$ cat src/rtl/riscv32s_pkg.sv
// Shared riscv32s definitions: data-RAM depth and
// dump-engine state encoding.
package riscv32s_pkg;

    localparam int DMEM_WORDS = 1024;

    typedef enum logic [2:0] {
        ST_RUN,
        ST_DRAIN,
        ST_READ,
        ST_CAPTURE,
        ST_SEND,
        ST_DONE
    } memdump_state_t;

endpackage

$ cat src/rtl/memdump_halt_detect.sv
// End-of-program detector: sticky halt flag plus a
// saturating count of cycles spent running.
module memdump_halt_detect (
    input  logic        clock,
    input  logic        nreset,
    input  logic        dump_enable,
    input  logic [31:0] programaddress,
    input  logic [31:0] proglen,
    output logic        halt_req,
    output logic [31:0] run_cycles
);

    logic halted;

    // PC is a byte address, proglen counts words
    always_comb begin
        halt_req = !halted && dump_enable
                 && ((programaddress >> 2) >= proglen);
    end

    always_ff @(posedge clock or negedge nreset) begin
        if (!nreset) begin
            halted     <= 1'b0;
            run_cycles <= '0;
        end else if (!halted) begin
            if (run_cycles != '1) begin
                run_cycles <= run_cycles + 32'd1;
            end
            if (halt_req) begin
                halted <= 1'b1;
            end
        end
    end

endmodule

$ cat src/rtl/memdump_engine.sv
// Freezes the core at end of program, then streams every
// data-RAM word out over a valid/ready channel.
module memdump_engine
    import riscv32s_pkg::*;
#(
    parameter int RAMDEPTH  = DMEM_WORDS,
    parameter int ADDRWIDTH = $clog2(RAMDEPTH)
) (
    input  logic                 clock,
    input  logic                 nreset,
    input  logic                 dump_enable,
    input  logic [31:0]          programaddress,
    input  logic [31:0]          proglen,
    output logic                 core_hold,
    output logic                 ram_ren,
    output logic [ADDRWIDTH-1:0] ram_addr,
    input  logic [31:0]          ram_rdata,
    output logic                 dump_valid,
    input  logic                 dump_ready,
    output logic [ADDRWIDTH-1:0] dump_index,
    output logic [31:0]          dump_data,
    output logic                 done,
    output logic [31:0]          run_cycles
);

    localparam logic [ADDRWIDTH-1:0] LAST =
        ADDRWIDTH'(RAMDEPTH - 1);

    memdump_state_t       state;
    logic [ADDRWIDTH-1:0] index;
    logic                 halt_req;

    memdump_halt_detect u_halt (
        .clock          (clock),
        .nreset         (nreset),
        .dump_enable    (dump_enable),
        .programaddress (programaddress),
        .proglen        (proglen),
        .halt_req       (halt_req),
        .run_cycles     (run_cycles)
    );

    // Outputs are registered: each is set on entry to the
    // state in which it must be visible.
    always_ff @(posedge clock or negedge nreset) begin
        if (!nreset) begin
            state      <= ST_RUN;
            index      <= '0;
            core_hold  <= 1'b0;
            ram_ren    <= 1'b0;
            ram_addr   <= '0;
            dump_valid <= 1'b0;
            dump_index <= '0;
            dump_data  <= '0;
            done       <= 1'b0;
        end else begin
            unique case (state)
                ST_RUN: begin
                    if (halt_req) begin
                        state     <= ST_DRAIN;
                        core_hold <= 1'b1;
                    end
                end
                ST_DRAIN: begin
                    index    <= '0;
                    ram_addr <= '0;
                    ram_ren  <= 1'b1;
                    state    <= ST_READ;
                end
                ST_READ: begin
                    ram_ren <= 1'b0;
                    state   <= ST_CAPTURE;
                end
                ST_CAPTURE: begin
                    dump_data  <= ram_rdata;
                    dump_index <= index;
                    dump_valid <= 1'b1;
                    state      <= ST_SEND;
                end
                ST_SEND: begin
                    if (dump_ready) begin
                        dump_valid <= 1'b0;
                        if (index == LAST) begin
                            done  <= 1'b1;
                            state <= ST_DONE;
                        end else begin
                            index    <= index + 1'b1;
                            ram_addr <= index + 1'b1;
                            ram_ren  <= 1'b1;
                            state    <= ST_READ;
                        end
                    end
                end
                ST_DONE: begin
                    state <= ST_DONE;
                end
                default: begin
                    state <= ST_RUN;
                end
            endcase
        end
    end

endmodule
$ cat config.mk
export PLATFORM = sky130hd
export DESIGN_NAME = memdump_engine
export DESIGN_NICKNAME = d
export VERILOG_FILES = /design/src/rtl/riscv32s_pkg.sv /design/src/rtl/memdump_halt_detect.sv /design/src/rtl/memdump_engine.sv
export SDC_FILE = /design/constraint.sdc
export NUM_CORES = 1
export LEC_CHECK = 0
export CAP_MARGIN = 5
export CELL_PAD_IN_SITES_DETAIL_PLACEMENT = 2
export CELL_PAD_IN_SITES_GLOBAL_PLACEMENT = 2
export CORE_ASPECT_RATIO = 2
export CORE_MARGIN = 3
export CORE_UTILIZATION = 24
export CTS_BUF_LIST = sky130_fd_sc_hd__clkbuf_16
export CTS_CLUSTER_SIZE = 28
export DETAILED_ROUTE_END_ITERATION = 7
export PLACE_DENSITY_LB_ADDON = 0.1
export SLEW_MARGIN = 15
export SYNTH_ARGS = -nofsm -noshare
export SYNTH_HDL_FRONTEND = slang
export SYNTH_SLANG_ARGS = --single-unit
$ cat constraint.sdc
create_clock -name clock -period 1.9 [get_ports clock]
set_input_delay 0.475 -clock clock [delete_from_list [all_inputs] [get_ports clock]]
set_output_delay 0.475 -clock clock [all_outputs]
set_load 0.02 [all_outputs]
## Word level (Yosys, flattened, before mapping)

Index checks and enable logic that the tools add are counted.
W data, S select, Z words.

- Reductions and logical operators: 14
- Add/subtract/negate cells: 2
- $lt $le $gt $ge: 1
- Bitwise operators: 1
- Mux-type cells: 14
- Eq/ne operators: 10

Operators by type and width:

| operator | number |
|---|---|
| $add A32 B1 Y32 const B | 1 |
| $ge A30 B32 Y1 | 1 |
| $ne A32 B32 Y1 const B | 1 |
| $mux W10 | 2 |
| $pmux W10 S2 | 1 |
| $pmux W3 S6 | 1 |
| $add A10 B1 Y10 const B | 1 |
| $eq A10 B10 Y1 const B | 1 |
| $mux W3 | 3 |
| $reduce_and A3 Y1 | 3 |
| $reduce_and A2 Y1 | 4 |
| $eq A3 B2 Y1 const B | 2 |
| $eq A3 B3 Y1 const B | 2 |
| $ne A2 B2 Y1 const B | 3 |
| $mux W1 | 5 |
| $reduce_bool A2 Y1 | 2 |
| $eq A3 B1 Y1 const B | 1 |
| $logic_not A3 Y1 | 1 |
| $pmux W1 S3 | 1 |
| $reduce_bool A3 Y1 | 1 |
| $logic_and A1 B1 Y1 | 2 |
| $pmux W1 S2 | 1 |
| $logic_not A1 Y1 | 1 |
| $not A1 Y1 | 1 |

- Word-level logic and storage cells: 52
- Register bits after elaboration: 92
- Output and inout port bits: 88
- Input port bits: 100

## Longest topological paths before layout

- Depth after elaboration: 5
- Gate-level depth with buffers: 8
- Mapped depth without buffers: 7

## By module

From an unflattened synthesis, not the netlist that was laid out.

- Cells, all modules: 443
- Area total of the unflattened synthesis: 4903.5 sq um

By module, submodules not included:

| module | instances | sequential area each (sq um) | cells each | area an instance (sq um) |
|---|---|---|---|---|
| memdump_engine | 1 | 1476.4 | 187 | 2524.9 |
| memdump_halt_detect | 1 | 825.8 | 256 | 2378.5 |

## Least setup slack after synthesis

Ideal clock, no wire load.

- Path kind: input to register
- Start point: in proglen[14]
- End point: reg state[0]
- Required time: 1818 ps
- Arrival time: 1885 ps
- Library setup time: 82 ps
- Buffers on the path: 0
- Cell stages on the path: 7
- Setup slack: -66 ps
- Cells stage by stage: inv_1 > ha_1 > nand4_1 > or3_1 > o311ai_1 > o31ai_1 > a31oi_1

- Word-level cells in the longest chain between the ends: 4

RTL lines:

| what | RTL line | RTL |
|---|---|---|
| start, declared | memdump_engine.sv:13 | `input logic [31:0] proglen,` |
| $ge A30 B32 Y1 | memdump_halt_detect.sv:18 | `&& ((programaddress >> 2) >= proglen);` |
| $logic_and A1 B1 Y1 | memdump_halt_detect.sv:18 |  |
| $ne A2 B2 Y1 (no line) | n/a |  |
| $reduce_and A2 Y1 (no line) | n/a |  |
| end signal, assigned | memdump_engine.sv:47 | `state <= ST_RUN;` |
| end signal, assigned | memdump_engine.sv:60 | `state <= ST_DRAIN;` |
| end signal, assigned | memdump_engine.sv:68 | `state <= ST_READ;` |
| end, declared | memdump_engine.sv:29 | `memdump_state_t state;` |

Every way passes these cells.
A chain may end at the register's enable or synchronous reset.

## Worst setup path in the final report

- Start point: reg u_halt.run_cycles[18]
- End point: out run_cycles[18]

RTL lines:

| what | RTL line | RTL |
|---|---|---|
| start, declared | memdump_halt_detect.sv:10 | `output logic [31:0] run_cycles` |
| start signal, assigned | memdump_halt_detect.sv:27 | `run_cycles <= run_cycles + 32'd1;` |
| end, declared | memdump_engine.sv:23 | `output logic [31:0] run_cycles` |

No word-level cell between the ends.

==> qor.csv <==
metric,value,unit
switching_share,34.4,%
synth.yosys.seq_area_share,48.3,%
clk_latency,0.34,ns
crit_path_end_kind,output port,
cp.required,1.42,ns
antenna_found_initial,0,
leakage,3.80,nW
p_per_area,975,nW/µm²
status,"complete, no violations",
synth_top_family_by_area,simple AND/OR/NAND/NOR gates,
synth-xor-area-share,5.70,%
synth_adder_area_share,8.41,%
cap_violations,0,
final_cell_mix,"92 x dfrtp_1, 92 x clkdlybuf4s50_1, 57 x buf_4, 49 x dlygate4sd2_1, 41 x mux2_2",
cts_buffers,9,
synth_ff_type,dfrtp_1,
p_int,5.10,mW
grt.overflow.total,0,
gp_congestion,0.765,
critPathLaunchType,register,
hp-class,in2async,
layout_setup_ws,0.0451,ns
rsz0062_at_grt,true,
synth_edf_count,0,
final.min_clock_period,1.85,ns
syn_to_final_growth,67.5,%
ys_warn_count,0,
antenna_cells,0,
dp_hpwl,13000,µm
max_stage_delay,0.63,ns
place.port_buffers,185,
clk_pin_slew,0.07,ns
ir_drop,0.421,mV
setup_viol,0,
yosysUniqueCellTypes,51,
hold_violations,0,
clk_path_buf_depth,2,
nets,806,
first_pass_iters,4,
cts_tree,built,
cts_sinks,92,
die_x,106,µm
worst_pin_slew,0.520,ns
ys_seq_elements,92,
grt_first_pass_wirelength,26500,µm
dieArea,21700,µm²
grt_pass1_vias,5114,
drv_slew,0,
p_seq_share,35.9,%
viasPerCell,4.57,
drt_iter0_drc,67,
ant_nets,0,
fill_cells,2115,
core.rowCount,72,
cp_num_buf_inv,1,
crit_fanout,3,
synthMuxAreaShare,10.1,%
crit_chain,clkdlybuf4s50_1,
crit_type,reg2out,
cts.htree.levels,3,
drive_gt1_share,30.6,%
p_clk_share,20.4,%
p_comb_share,43.6,%
post_drt_wl_per_cell,17.6,µm
syn-num-nets,559,
core_area,19500,µm²
die_y,205,µm
remaining_drc_errors,0,
routed_wl,16400,µm
async_flop_share,100,%
crit_arrival,1.38,ns
syn_area,4760,µm²
place_ws,-0.776,ns
synth_simple_gate_area_share,15.5,%
fmax,0.539,GHz
fin_crit_sh,97.6,%
grtUsageTotal,15.5,%
avgSynthCellArea,11.2,µm²
ios,188,
clock_skew,0.0136,ns
crit_slowest_cell,clkdlybuf4s50_1,
start_util,24.5,%
path_delay_family,buffers and inverters,
totalPowerFinal,7.78,mW
grt_max_degree,54,
root_buffer,clkbuf_16,
vias,4280,
max_slew_margin,65.0,%
syn_inst,427,
synth_compound_area_share,8.17,%
p_switching,2.68,mW
final_core_util,41.0,%
sequential cells by signal, summed over array words and instances (netlist names):
signal             count
dump_index            10
u_halt.halted          1
dump_data             32
dump_valid             1
u_halt.run_cycles     32
state                  3
core_hold              1
ram_ren                1
index                 10
done                   1
power by group through the flow:
stage                     sequential, mW  clock (mW)  combinational, mW
after global routing                2.88        1.74               3.68
final                               2.79        1.59               3.40
after detailed placement            2.84           0               3.39
after CTS                           2.80        1.66               3.41
after floorplan                     3.39           0               1.04
after global placement              2.80           0               3.30
stage by stage:
step                      hold WS (ns)  instances  cell area (µm²)  TNS (ns)
after floorplan                  0.179        427             4780         0
after CTS                       0.0668        928             7810         0
final                           0.0619        936             7980         0
after global placement           0.427        910             7290     -2.54
after detailed placement         0.441        910             7290     -2.99
after global routing            0.0826        936             7980    -0.114
synth_stat cells (all sizes together), types with 4 or more instances:
master  number  area, µm²
a21o         4       30.0
a21oi       16       83.8
a31oi        4       31.3
and2         7       46.3
and3        11       68.8
and4         6       52.6
buf          9       47.6
dfrtp       92       2300
ha          32        400
inv         35        131
mux2        42        473
nand2       30        113
nand3       27        135
nand4       17        113
nor2         8       30.0
nor3         6       41.3
o21ai       12       60.1
o31ai        4       30.0
or3          4       25.0
xnor2       26        228
xor2         5       43.8
worst paths after layout:
kind	slack, ns	end	from	depth (start not counted)
max	0.05	run_cycles[18]	u_halt.run_cycles[18]$_DFFE_PN0P_	1
min	0.06	u_halt.run_cycles[22]$_DFFE_PN0P_	nreset	1
max reg2reg	0.08	index[9]$_DFFE_PN0P_	index[0]$_DFFE_PN0P_	6
min reg2reg	0.48	done$_DFFE_PN0P_	done$_DFFE_PN0P_	1
max in group asynchronous	1.20	index[4]$_DFFE_PN0P_	nreset	2
min in group clock	0.48	done$_DFFE_PN0P_	done$_DFFE_PN0P_	1
layer usage:
layer  GRT usage [%]  up-vias  wire, µm
li1                -     2020         -
met1            14.6     2113      5600
met2            31.9      137      9690
met3            3.33       10       938
met4            5.47        0       225
met5               0        -         0
worst reg2reg max path, stage by stage, from the launching register on:
cell and delay (ns):
dfrtp_1 0.39, ha_1 0.22, and3_1 0.19, nand4_1 0.16, a21oi_4 0.13, or4_1 0.51
a21oi_2 0.16
cell families (layout without fill, tap and decap cells):
family          count (synthesis)  in the layout
simple gates                  129            129
flops                          92             92
compound gates                 56             56
buf+inv                        44            294
mux                            43             43
fa+ha+maj                      32             32
xor+xnor                       31             31
what timing repair did:
item | 4_1_cts | 5_1_grt
resized for setup | 135 | 81
buffers inserted | 4 | 8
hold buffers | 0 | 0
setup endpoints to repair | 35 | 33
pin swaps | 28 | 31
cell type report:
cell class / instances / area, µm² / share of cell area (%)
clock inverter: 5 / 23.8 / 0.298
inverter: 35 / 131 / 1.65
multi-input combinational: 291 / 2750 / 34.4
timing repair buffer: 245 / 2230 / 27.9
sequential: 92 / 2300 / 28.9
tap: 259 / 324 / 4.06
clock buffer: 9 / 225 / 2.82
Power figures use the tool's default switching activity.
